==> src/rtl/dec_correction_pipe.sv <==
// dec_correction_pipe
// Two-stage valid/ready pipeline that applies the DEC locator flip vector to a
// received data word. Each word is classified as clean, corrected (1 or 2 bits)
// or uncorrectable. Saturating counters record corrected and uncorrectable
// deliveries. S1 captures the raw fields. S2 holds the classified result and
// drives the out_* ports directly, so the outputs stay stable while stalled.
module dec_correction_pipe #(
    parameter int DATA_W = 32,
    parameter int CNT_W  = 16
) (
    input  logic              clk,
    input  logic              rst,
    input  logic              in_valid,
    output logic              in_ready,
    input  logic [DATA_W-1:0] in_data,
    input  logic [DATA_W-1:0] in_flip,
    input  logic              in_ded_a,
    input  logic              in_ded_b,
    output logic              out_valid,
    input  logic              out_ready,
    output logic [DATA_W-1:0] out_data,
    output logic [1:0]        out_nerr,
    output logic              out_uncorr,
    input  logic              clr_cnt,
    output logic [CNT_W-1:0]  corr_cnt,
    output logic [CNT_W-1:0]  uncorr_cnt
);

    localparam int PC_W = $clog2(DATA_W + 1);

    // Stage S1 registers
    logic              s1_valid_q;
    logic [DATA_W-1:0] s1_data_q;
    logic [DATA_W-1:0] s1_flip_q;
    logic              s1_ded_q;

    // Stage S2 (output) registers
    logic              out_valid_q;
    logic [DATA_W-1:0] out_data_q;
    logic [1:0]        out_nerr_q;
    logic              out_uncorr_q;

    // Classification result computed from S1 contents
    logic [DATA_W-1:0] res_data_d;
    logic [1:0]        res_nerr_d;
    logic              res_uncorr_d;
    logic [PC_W-1:0]   flip_pc;

    // Statistics
    logic [CNT_W-1:0]  corr_cnt_q;
    logic [CNT_W-1:0]  corr_cnt_d;
    logic [CNT_W-1:0]  uncorr_cnt_q;
    logic [CNT_W-1:0]  uncorr_cnt_d;

    logic ready_s1;
    logic ready_s2;
    logic out_xfer;

    // Backpressure chain: a stage can load when it is empty or its consumer
    // drains it in the same cycle. in_ready is combinational through the chain.
    assign ready_s2 = !out_valid_q || out_ready;
    assign ready_s1 = !s1_valid_q || ready_s2;
    assign in_ready = ready_s1;
    assign out_xfer = out_valid_q && out_ready;

    // Stage S1: capture the raw word, flip vector and merged DED flag on input transfer
    always_ff @(posedge clk or posedge rst) begin
        if (rst) begin
            s1_valid_q <= 1'b0;
            s1_data_q  <= '0;
            s1_flip_q  <= '0;
            s1_ded_q   <= 1'b0;
        end else if (ready_s1) begin
            s1_valid_q <= in_valid;
            if (in_valid) begin
                s1_data_q <= in_data;
                s1_flip_q <= in_flip;
                s1_ded_q  <= in_ded_a | in_ded_b;
            end
        end
    end

    // Count the bits the locators want to flip
    always_comb begin
        flip_pc = '0;
        for (int i = 0; i < DATA_W; i++) begin
            flip_pc = flip_pc + PC_W'(s1_flip_q[i]);
        end
    end

    // Classify the S1 word. The raw data passes through whenever the word is
    // uncorrectable, so the flip vector is never applied to a bad word.
    always_comb begin
        res_data_d   = s1_data_q;
        res_nerr_d   = 2'd0;
        res_uncorr_d = 1'b0;
        if (s1_ded_q) begin
            res_uncorr_d = 1'b1;
        end else if (flip_pc == '0) begin
            res_uncorr_d = 1'b0;
        end else if (flip_pc <= PC_W'(2)) begin
            res_data_d = s1_data_q ^ s1_flip_q;
            res_nerr_d = flip_pc[1:0];
        end else begin
            res_uncorr_d = 1'b1;
        end
    end

    // Stage S2: register the classified result; hold it while downstream stalls
    always_ff @(posedge clk or posedge rst) begin
        if (rst) begin
            out_valid_q  <= 1'b0;
            out_data_q   <= '0;
            out_nerr_q   <= 2'd0;
            out_uncorr_q <= 1'b0;
        end else if (ready_s2) begin
            out_valid_q <= s1_valid_q;
            if (s1_valid_q) begin
                out_data_q   <= res_data_d;
                out_nerr_q   <= res_nerr_d;
                out_uncorr_q <= res_uncorr_d;
            end
        end
    end

    // Counter next state: clear has priority, increments saturate at all-ones
    always_comb begin
        corr_cnt_d   = corr_cnt_q;
        uncorr_cnt_d = uncorr_cnt_q;
        if (clr_cnt) begin
            corr_cnt_d   = '0;
            uncorr_cnt_d = '0;
        end else if (out_xfer) begin
            if ((out_nerr_q != 2'd0) && (corr_cnt_q != {CNT_W{1'b1}})) begin
                corr_cnt_d = corr_cnt_q + CNT_W'(1);
            end
            if (out_uncorr_q && (uncorr_cnt_q != {CNT_W{1'b1}})) begin
                uncorr_cnt_d = uncorr_cnt_q + CNT_W'(1);
            end
        end
    end

    // Counter registers
    always_ff @(posedge clk or posedge rst) begin
        if (rst) begin
            corr_cnt_q   <= '0;
            uncorr_cnt_q <= '0;
        end else begin
            corr_cnt_q   <= corr_cnt_d;
            uncorr_cnt_q <= uncorr_cnt_d;
        end
    end

    assign out_valid  = out_valid_q;
    assign out_data   = out_data_q;
    assign out_nerr   = out_nerr_q;
    assign out_uncorr = out_uncorr_q;
    assign corr_cnt   = corr_cnt_q;
    assign uncorr_cnt = uncorr_cnt_q;

endmodule

==> config.mk <==
export PLATFORM = sky130hd
export DESIGN_NAME = dec_correction_pipe
export DESIGN_NICKNAME = d
export VERILOG_FILES = /design/src/rtl/dec_correction_pipe.sv
export SDC_FILE = /design/constraint.sdc
export NUM_CORES = 1
export LEC_CHECK = 0
export ABC_CLOCK_PERIOD_IN_PS = 8350
export CAP_MARGIN = 20
export CORE_MARGIN = 2
export CORE_UTILIZATION = 50
export DETAILED_ROUTE_END_ITERATION = 8
export PLACE_DENSITY = 0.84
export RECOVER_POWER = 25
export SLEW_MARGIN = 20
export SYNTH_ARGS = -nofsm -noshare
export SYNTH_HDL_FRONTEND = slang
export SYNTH_SLANG_ARGS = --single-unit
==> constraint.sdc <==
create_clock -name clk -period 8.35 [get_ports clk]
set_input_delay 1.67 -clock clk [delete_from_list [all_inputs] [get_ports clk]]
set_output_delay 1.67 -clock clk [all_outputs]
set_load 0.01 [all_outputs]
==> flow_summary.yaml, run 1 <==
synth:
  netlist_area_mm2: 0.00696
  synth.distinct_cells: 37
  synth.mux.area_fraction_pct: 11.2
  synthesized_netlist_net_count: 747
  synthArstFlopShare_pct: 100
  leading_register_cell_type_out_of_synthesis: "sky130_fd_sc_hd__dfrtp_1"
  yosys_warnings: 0
  synth_adder_area_share_pct: 8.52
  synth.ff_latch_count: 134
  synthTopCellsByArea: "sky130_fd_sc_hd__dfrtp_1, sky130_fd_sc_hd__mux2_2, sky130_fd_sc_hd__fa_1, sky130_fd_sc_hd__o31ai_1, sky130_fd_sc_hd__or4_1"
  ys_seq_area_share_pct: 48.1
  synth-xor-area-share_pct: 0
  yosysTopAreaCell: "sky130_fd_sc_hd__dfrtp_1"
  synth_compound_area_share_pct: 11.6
  yosys-top-cells-count: "sky130_fd_sc_hd__dfrtp_1, sky130_fd_sc_hd__mux2_2, sky130_fd_sc_hd__o31ai_1, sky130_fd_sc_hd__or4_1, sky130_fd_sc_hd__nand2_1"
  synth.top_cell.area_share_pct: 48.1
  syn_avg_cell_area_um2: 10.8
  synth-edff-count: 0
  combinational_family_with_the_most_area_after_synthesis: "simple AND/OR/NAND/NOR gates"
  yosys.cell_count.top_type: "sky130_fd_sc_hd__dfrtp_1"
  synth_cells: 643
  post_synth_and_or_nand_nor_area_fraction_pct: 16.0
sta:
  rsz0062_at_grt: "false"
  timing_worst_slew_pin_value_ps: 2840
  fmaxAchievable_mhz: 162
  slew_headroom_pct: -90.5
  min_period_over_period_pct: 73.7
  min_tclk_post_route_ps: 6160
  drv_slew: 66
  setup-tns-final_ps: 0
  finalSetupViolCount: 0
  fin_worst_skew_ps: 8.15
  report.final.hold_viol_count: 0
route:
  vias_per_instance: 5.87
  drt_pass1_iterations: 5
  post_drt_wl_per_cell_um: 17.8
  route.antenna.remaining_nets: 0
  detail_route.drc_violations: 0
  routed_wirelength_mm: 17.0
  dr_total_vias: 5614
  initialDrtViolationCount: 419
floorplanning:
  std_cell_core_area_mm2: 0.0137
  dieArea_mm2: 0.0149
  io_pins: 140
  rows: 43
  die_h_um: 122
  initial_utilization_pct: 50.8
  chipWidth_um: 122
clock_tree:
  clock_tree.htree_level_count: 4
  max-clock-path-buffers: 2
  cts.hold.buffers_added: 0
  clk_latency_ps: 420
  tritoncts.num_buffers: 17
  cts_setup_buffers: 0
  cts_clk_pin_slew_worst_paths_ps: 60
  postCtsResizedCells: 0
  clock_sinks: 134
  cts.root.buffer_cell: "sky130_fd_sc_hd__clkbuf_16"
  cts_tree: "yes"
critical_path:
  critical_path_arrival_ps: 6490
  worstSetupPathType: "flop to flop"
  critPathRequiredTime_ps: 8680
  rrSetupSlack_ps: 2190
  timing.rr.end: "out_data[6]"
  critical_path.reg2reg.startpoint: "s1_flip_q[5]"
  cp_max_fo: 39
  crit_path_end_kind: "flop"
  setup.worst_path.start_class: "flop"
  r2r.worst_path.cells: 19
cells_and_area:
  diodes: 0
  fillerInstances: 1053
  drive_above_1_share_pct: 14.9
  flow.area_growth_from_synthesis_pct: 31.3
  layout.nets: 867
min_path:
  worstHoldPathType: "flop to flop"
  whs_endpoint: "out_valid"
  whs_path_depth: 1
  min-delay-start: "s1_valid_q"
status:
  violated_checks: "capacitance limit, slew limit"
  run_status: "finished, violations left"
job:
  drv_cap: 1
grt:
  antenna_found_initial: 0
  global_route.overflow_total: 0
  track_usage_pct: 24.2
  via_count_of_the_first_global_routing_pass: 5650
  first_pass_grt_wire_length_mm: 27.9
  maximum_number_of_pins_on_one_net_before_global_route_repair: 71
placed_design:
  buffer_ports.inserted: 139
  hpwl_mm: 11.7
  gpl_congestion: 0.867
[cell type report]
class	count	area (um2)	area share (%)
clock buffer	20	467	5.10
timing repair buffer	145	1440	15.7
sequential	134	3350	36.7
multi-input combinational	427	3320	36.3
inverter	38	144	1.57
tap	180	225	2.46
clock inverter	12	199	2.18
[per-stage QoR]
stage	setup slack (ps)	hold slack, ps	util [%]	cell area [um2]	std cells
final	2190	519	66.7	9150	956
after global routing	1890	545	66.7	9150	956
after CTS	1710	523	66.6	9140	955
after detailed placement	1750	501	61.8	8470	923
after global placement	2050	488	61.7	8470	923
after floorplan	2990	451	-	6960	643
[cell families after synthesis]
kind of cell,count (synthesis)
compound gates,124
flops,134
buf+inv,82
fa+ha+maj,33
simple gates,201
mux,69
[placed cells by master, fill, tap and decap left out, types with 2 or more instances in the layout]
cell type and instances:
sky130_fd_sc_hd__buf_4 5, sky130_fd_sc_hd__o31ai_1 50, sky130_fd_sc_hd__clkbuf_8 3, sky130_fd_sc_hd__or4_1 50, sky130_fd_sc_hd__a22o_1 2, sky130_fd_sc_hd__fa_1 24
sky130_fd_sc_hd__and3_1 3, sky130_fd_sc_hd__inv_1 37, sky130_fd_sc_hd__dfrtp_1 134, sky130_fd_sc_hd__clkdlybuf4s50_1 133, sky130_fd_sc_hd__nor4_1 2, sky130_fd_sc_hd__nand2b_1 4
sky130_fd_sc_hd__a31oi_1 32, sky130_fd_sc_hd__nor2_1 42, sky130_fd_sc_hd__and4_1 6, sky130_fd_sc_hd__mux2_2 69, sky130_fd_sc_hd__dlygate4sd3_1 6, sky130_fd_sc_hd__or3_1 9
sky130_fd_sc_hd__clkbuf_16 17, sky130_fd_sc_hd__nand2_1 45, sky130_fd_sc_hd__a21oi_1 27, sky130_fd_sc_hd__nor3_1 2, sky130_fd_sc_hd__o21ai_0 9, sky130_fd_sc_hd__nor2b_1 5
sky130_fd_sc_hd__bufinv_16 5, sky130_fd_sc_hd__clkinvlp_4 4, sky130_fd_sc_hd__nand3_1 11, sky130_fd_sc_hd__clkinv_2 2, sky130_fd_sc_hd__nand4_1 9, sky130_fd_sc_hd__nand3b_1 2
sky130_fd_sc_hd__ha_1 9
[how the worst max path moves through the flow]
| stage | startpoint | to | slack, ps |
|---|---|---|---|
| detailed placement | s1_flip_q[5] | out_data[20] | 1750 |
| floorplan | s1_flip_q[5] | out_data[0] | 2990 |
| global placement | s1_flip_q[5] | out_data[5] | 2050 |
| finish | s1_flip_q[5] | out_data[6] | 2190 |
| CTS | s1_flip_q[5] | out_data[20] | 1710 |
| global route | s1_flip_q[5] | out_data[21] | 1890 |
[state kept, by name, summed over array words and instances, names as in the netlist]
name        count
out_data       32
s1_flip_q      32
s1_data_q      32
out_nerr        2
s1_ded_q        1
corr_cnt       16
out_uncorr      1
uncorr_cnt     16
out_valid       1
s1_valid_q      1
[critical path, cell delays in order, from the launching register on]
cell	delay [ps]
sky130_fd_sc_hd__dfrtp_1	360
sky130_fd_sc_hd__inv_1	70
sky130_fd_sc_hd__fa_1	530
sky130_fd_sc_hd__inv_1	50
sky130_fd_sc_hd__fa_1	480
sky130_fd_sc_hd__fa_1	550
sky130_fd_sc_hd__fa_1	450
sky130_fd_sc_hd__fa_1	510
sky130_fd_sc_hd__inv_1	50
sky130_fd_sc_hd__fa_1	430
sky130_fd_sc_hd__inv_1	70
sky130_fd_sc_hd__ha_1	170
sky130_fd_sc_hd__inv_1	60
sky130_fd_sc_hd__fa_1	550
sky130_fd_sc_hd__nand2b_1	130
sky130_fd_sc_hd__nand4_1	300
sky130_fd_sc_hd__buf_6	290
sky130_fd_sc_hd__buf_4	250
sky130_fd_sc_hd__or4_1	550
sky130_fd_sc_hd__a31oi_1	190
[per-layer routing]
layer / share of wire, % / vias up / global-route usage [%]
met1: 41 / 2777 / 29.5
met4: 1.7 / 0 / 8.48
met2: 52 / 215 / 41.9
met3: 6.0 / 23 / 5.90
met5: 0 / - / 0
li1: - / 2599 / -
Power of run 1 is left out: the tool's default activity adds up to more than one toggle a clock period on the data nets, which glitch-free logic cannot reach.
==> inputs of run 2 (changes only) <==
--- a/config.mk
+++ b/config.mk
@@ -5,12 +5,12 @@
 export SDC_FILE = /design/constraint.sdc
 export NUM_CORES = 1
 export LEC_CHECK = 0
-export ABC_CLOCK_PERIOD_IN_PS = 8350
+export ABC_CLOCK_PERIOD_IN_PS = 5000
 export CAP_MARGIN = 20
 export CORE_MARGIN = 2
-export CORE_UTILIZATION = 50
+export CORE_UTILIZATION = 47
 export DETAILED_ROUTE_END_ITERATION = 8
-export PLACE_DENSITY = 0.84
+export PLACE_DENSITY = 0.83
 export RECOVER_POWER = 25
 export SLEW_MARGIN = 20
 export SYNTH_ARGS = -nofsm -noshare
==> constraint.sdc (replaced) <==
create_clock -name clk -period 5 [get_ports clk]
set_input_delay 1 -clock clk [delete_from_list [all_inputs] [get_ports clk]]
set_output_delay 1 -clock clk [all_outputs]
set_load 0.01 [all_outputs]
==> run 2 against run 1 <==
- global-route usage rose by 0.18 points
- fmax rose by 9.6%
- first-iteration DRC count rose by 3.3%
- critical path type unchanged
- wire length rose by 12%
- clock skew rose by 3.1 ps
- utilization barely moved
- the flow finishes with violations (capacitance limit, slew limit, setup timing)
==> flow_summary.yaml, run 2 (synthesis results as in run 1) <==
sta:
  min_tclk_post_route_ps: 5620
  fin_worst_skew_ps: 11.3
  fmaxAchievable_mhz: 178
  slew_headroom_pct: -88.2
  min_period_over_period_pct: 112
  drv_slew: 64
  finalSetupViolCount: 35
  worst_slack_ps: -616
  report.final.hold_viol_count: 0
  timing_worst_slew_pin_value_ps: 2810
  rsz0062_at_grt: "true"
floorplanning:
  rows: 44
  die_h_um: 126
  chipWidth_um: 126
  io_pins: 140
  std_cell_core_area_mm2: 0.0145
  dieArea_mm2: 0.0158
  initial_utilization_pct: 48.1
cells_and_area:
  layout.cells.most_common_list: "sky130_fd_sc_hd__clkdlybuf4s50_1, sky130_fd_sc_hd__dfrtp_1, sky130_fd_sc_hd__mux2_2"
  fillerInstances: 1061
  utilization_pct: 66.6
  flow.area_growth_from_synthesis_pct: 38.5
  layout.nets: 917
  layout.cells.most_common: "sky130_fd_sc_hd__clkdlybuf4s50_1"
  drive_above_1_share_pct: 21.7
  layout.area.seq_mm2: 0.00335
  multi_input_area_mm2: 0.00341
  diodes: 0
clock_tree:
  cts.hold.buffers_added: 0
  tritoncts.num_buffers: 17
  cts_tree: "yes"
  cts.root.buffer_cell: "sky130_fd_sc_hd__clkbuf_16"
  cts_clk_pin_slew_worst_paths_ps: 60
  clock_sinks: 134
  max-clock-path-buffers: 2
  clock_tree.htree_level_count: 4
  clk_latency_ps: 420
route:
  vias_per_instance: 6.01
  detail_route.drc_violations: 0
  total_length_of_routed_met3_wires_mm: 1.28
  route.antenna.remaining_nets: 0
  initialDrtViolationCount: 433
  met1Wirelength_mm: 7.60
  post_drt_wl_per_cell_um: 18.9
  routed_wirelength_mm: 19.1
  dr_total_vias: 6067
  met2RoutedLength_mm: 9.67
  top_signal_layer_used: "met4"
  drt_pass1_iterations: 5
min_path:
  worstHoldPathType: "flop to flop"
critical_path:
  critical_path_arrival_ps: 5950
  worstSetupPathType: "flop to flop"
  cpPeakStageDelay_ps: 530
  critPathRequiredTime_ps: 5330
  worst_path_most_repeated_cell: "sky130_fd_sc_hd__fa_1"
  worstPathCellList: "inv_2 -> fa_1 -> inv_1 -> fa_1 -> fa_1 -> fa_1 -> fa_1 -> inv_1 -> fa_1 -> inv_1 -> ha_2 -> inv_2 -> fa_1 -> nand2b_4 -> nand4_1 -> buf_4 -> bufbuf_16 -> or4_1 -> a31oi_1"
  setup.worst_path.start_class: "flop"
  cp_max_fo: 6
  critical-path-slowest-cell: "sky130_fd_sc_hd__fa_1"
  critPathBufInv: 7
  cp_top_family: "adder cells"
  crit_path_end_kind: "flop"
placed_design:
  gpl_congestion: 0.878
  hpwl_mm: 12.3
  buffer_ports.inserted: 139
grt:
  via_count_of_the_first_global_routing_pass: 6188
  track_usage_pct: 24.3
  global_route.overflow_total: 0
  first_pass_grt_wire_length_mm: 30.8
  antenna_found_initial: 0
  maximum_number_of_pins_on_one_net_before_global_route_repair: 67
status:
  run_status: "finished, violations left"
  violated_checks: "capacitance limit, slew limit, setup timing"
job:
  drv_cap: 1
-- run 2: cell count changes in the layout (fill, tap and decap cells not counted), sizes merged --
| cell | delta |
|---|---|
| buf | +45 |
| bufbuf | +2 |
| bufinv | -1 |
| clkbuf | +1 |
| clkdlybuf4s50 | +4 |
| clkinv | +3 |
| clkinvlp | -1 |
| dlygate4sd3 | -4 |
| nor2b | +1 |
-- run 2: worst paths after layout --
check | startpoint | endpoint | slack [ps] | depth (start not counted)
setup reg to reg | s1_flip_q[5] | out_data[12] | -620 | 19
min in group asynchronous | rst | uncorr_cnt[5] | 1830 | 2
hold reg to reg | s1_ded_q | s1_ded_q | 510 | 2
setup / recovery | s1_flip_q[5] | out_data[12] | -620 | 19
max in group asynchronous | rst | s1_ded_q | 940 | 3
hold / removal | s1_ded_q | s1_ded_q | 510 | 2
-- run 2: layer usage --
| layer | track usage [%] | up-vias |
|---|---|---|
| met5 | 0 | - |
| met4 | 9.80 | 0 |
| met2 | 40.3 | 288 |
| met3 | 6.33 | 45 |
| li1 | - | 2692 |
| met1 | 30.7 | 3042 |
-- run 2: through the flow --
step                cell area, um2  std cells  TNS (ps)  hold slack [ps]  setup WS (ps)
floorplan                     7010        643     -6820              451           -228
global placement              8790        967    -14890              468           -510
detailed placement            8790        967    -21040              485           -711
CTS                           9630       1009    -18740              498           -579
global route                  9650       1010    -24220              543           -757
finish                        9650       1010    -18690              505           -616
-- run 2: repair_timing --
| item | 4_1_cts | 5_1_grt |
|---|---|---|
| endpoints found under the setup margin | 35 | 35 |
| gates resized for setup | 22 | 4 |
| pin swaps | 14 | 13 |
| buffers inserted | 4 | 1 |
| gates cloned | 6 | 0 |
-- run 2: layout make-up --
cell class	count	area share (%)
multi-input cells	428	35.3
flip-flops and latches	134	34.8
repair buffers	194	19.6
clock buffers	19	4.59
well taps	184	2.39
clock inverters	13	1.87
inverters	38	1.49
-- run 2: worst reg2reg max path, stage by stage, from the launching register on --
cell and delay, ps:
sky130_fd_sc_hd__dfrtp_1 360, sky130_fd_sc_hd__inv_2 40, sky130_fd_sc_hd__fa_1 530, sky130_fd_sc_hd__inv_1 50, sky130_fd_sc_hd__fa_1 480, sky130_fd_sc_hd__fa_1 530
sky130_fd_sc_hd__fa_1 430, sky130_fd_sc_hd__fa_1 500, sky130_fd_sc_hd__inv_1 50, sky130_fd_sc_hd__fa_1 440, sky130_fd_sc_hd__inv_1 80, sky130_fd_sc_hd__ha_2 180
sky130_fd_sc_hd__inv_2 40, sky130_fd_sc_hd__fa_1 500, sky130_fd_sc_hd__nand2b_4 130, sky130_fd_sc_hd__nand4_1 120, sky130_fd_sc_hd__buf_4 190, sky130_fd_sc_hd__bufbuf_16 260
sky130_fd_sc_hd__or4_1 410, sky130_fd_sc_hd__a31oi_1 210
Power of run 2 is left out for the same reason.
==> inputs of run 3 (changes only) <==
--- a/config.mk
+++ b/config.mk
@@ -16,3 +16,4 @@
 export SYNTH_ARGS = -nofsm -noshare
 export SYNTH_HDL_FRONTEND = slang
 export SYNTH_SLANG_ARGS = --single-unit
+export TNS_END_PERCENT = 20
==> run 3 against run 2 <==
- the flow still finishes with violations (capacitance limit, slew limit, setup timing)
- final cell count shrank 0.30%
- largest cell class unchanged
- cell area down 0.13%
- critical path type unchanged
- worst hold slack improved by 3.8 ps
==> flow_summary.yaml, run 3 (synthesis results as in run 1) <==
critical_path:
  worstPathCellList: "fa_1 -> fa_1 -> fa_1 -> fa_1 -> fa_1 -> inv_1 -> fa_1 -> inv_1 -> ha_2 -> inv_2 -> fa_2 -> nand2b_1 -> nand4_1 -> buf_6 -> buf_12 -> or4_4 -> a31oi_4"
  critical-path-slowest-cell: "sky130_fd_sc_hd__fa_2"
  worst_path_most_repeated_cell: "sky130_fd_sc_hd__fa_1"
  setup.worst_path.start_class: "flop"
  critical_path_arrival_ps: 6010
  crit_path_end_kind: "flop"
  cp_max_fo: 19
  critPathRequiredTime_ps: 5340
  r2r.worst_path.cells: 17
  worstSetupPathType: "flop to flop"
  cpPeakStageDelay_ps: 580
clock_tree:
  clk_latency_ps: 420
  cts_tree: "yes"
  clock_tree.htree_level_count: 4
  clock_sinks: 134
  max-clock-path-buffers: 2
  cts_clk_pin_slew_worst_paths_ps: 60
  cts.root.buffer_cell: "sky130_fd_sc_hd__clkbuf_16"
  tritoncts.num_buffers: 17
  cts.hold.buffers_added: 0
sta:
  fmaxAchievable_mhz: 177
  fin_worst_skew_ps: 6.36
  slew_headroom_pct: -51.1
  min_period_over_period_pct: 113
  timing_worst_slew_pin_value_ps: 2270
  worst_slack_ps: -663
  report.final.hold_viol_count: 0
  drv_slew: 108
  finalSetupViolCount: 35
  rsz0062_at_grt: "true"
  min_tclk_post_route_ps: 5660
floorplanning:
  initial_utilization_pct: 48.1
  dieArea_mm2: 0.0158
  die_h_um: 126
  io_pins: 140
  std_cell_core_area_mm2: 0.0145
  rows: 44
  chipWidth_um: 126
min_path:
  worstHoldPathType: "flop to flop"
  whs_path_depth: 2
cells_and_area:
  layout.cells.most_common: "sky130_fd_sc_hd__clkdlybuf4s50_1"
  multi_input_area_mm2: 0.00343
  diodes: 0
  final-instance-count-excl-fill: 1007
  flow.area_growth_from_synthesis_pct: 38.3
  drive_above_1_share_pct: 21.7
  layout.nets: 914
  postLayoutCellArea_mm2: 0.00963
  layout.cells.most_common_list: "sky130_fd_sc_hd__clkdlybuf4s50_1, sky130_fd_sc_hd__dfrtp_1, sky130_fd_sc_hd__mux2_2"
  fillerInstances: 1044
  layout.area.seq_mm2: 0.00335
placed_design:
  buffer_ports.inserted: 139
  post_place_worst_slack_ps: -631
  gpl_congestion: 0.850
  placed_cells: 967
  placed_area_mm2: 0.00878
  hpwl_mm: 11.9
grt:
  antenna_found_initial: 0
  via_count_of_the_first_global_routing_pass: 5944
  global_route.overflow_total: 0
  first_pass_grt_wire_length_mm: 29.3
  maximum_number_of_pins_on_one_net_before_global_route_repair: 108
  track_usage_pct: 23.0
job:
  drv_cap: 1
route:
  initialDrtViolationCount: 471
  route.antenna.remaining_nets: 0
  post_drt_wl_per_cell_um: 18.1
  routed_wirelength_mm: 18.2
  detail_route.drc_violations: 0
  vias_per_instance: 5.90
  drt_pass1_iterations: 5
  dr_total_vias: 5944
status:
  violated_checks: "capacitance limit, slew limit, setup timing"
  run_status: "finished, violations left"
run 3: cell types whose count changed in the layout (fill, tap and decap cells not counted), moves of 3 or more:
cell,previous run,this run
sky130_fd_sc_hd__buf_6,0,4
sky130_fd_sc_hd__buf_8,4,0
sky130_fd_sc_hd__o31ai_1,47,50
sky130_fd_sc_hd__o31ai_2,3,0
sky130_fd_sc_hd__or4_1,47,40
sky130_fd_sc_hd__or4_4,4,11
run 3: cell type report:
cell class | instances | share of cell area [%]
clock buffer | 19 | 4.60
clock inverter | 13 | 2.12
inverter | 38 | 1.52
multi-input combinational | 428 | 35.6
sequential | 134 | 34.8
tap | 184 | 2.39
timing repair buffer | 191 | 19.0
run 3: through the flow:
step,TNS (ps),hold slack [ps],utilization [%]
2_1_floorplan,-7170,451,-
3_3_place_gp,-14590,471,60.7
3_5_place_dp,-20270,484,60.7
4_1_cts,-18640,496,65.5
5_1_grt,-25530,526,66.5
6_report,-19230,509,66.5
run 3: critical path, delay by kind of cell, from the launching register on:
kind / cells / cell delay, ps
AO/OA/AOI/OAI: 1 / 190
adder cells (fa/ha/maj): 8 / 3720
buffers and inverters: 5 / 490
flip-flops: 1 / 410
AND/OR/NAND/NOR: 3 / 770
run 3: worst paths after layout:
path	endpoint	start	slack, ps
max	out_data[24]	s1_flip_q[27]	-660
min	s1_ded_q	s1_ded_q	510
max reg2reg	out_data[24]	s1_flip_q[27]	-660
min reg2reg	s1_ded_q	s1_ded_q	510
max in group asynchronous	out_data[13]	rst	1930
min in group asynchronous	corr_cnt[14]	rst	1740
run 3: routing by layer:
| metal | track usage (%) | wire length (um) | share of wire (%) | vias to the layer above |
|---|---|---|---|---|
| met3 | 5.56 | 1220 | 6.7 | 34 |
| met5 | 0 | 0 | 0 | - |
| met4 | 7.58 | 329 | 1.8 | 0 |
| met2 | 38.3 | 9060 | 50 | 245 |
| met1 | 29.8 | 7630 | 42 | 2969 |
| li1 | - | - | - | 2696 |
run 3: timing repair:
action                                  CTS  global route
gates resized for setup                   8            19
pin swaps                                 2            16
cloned                                    1             2
endpoints found under the setup margin   35            35
setup buffers                             0             5
Power of run 3 is left out for the same reason.
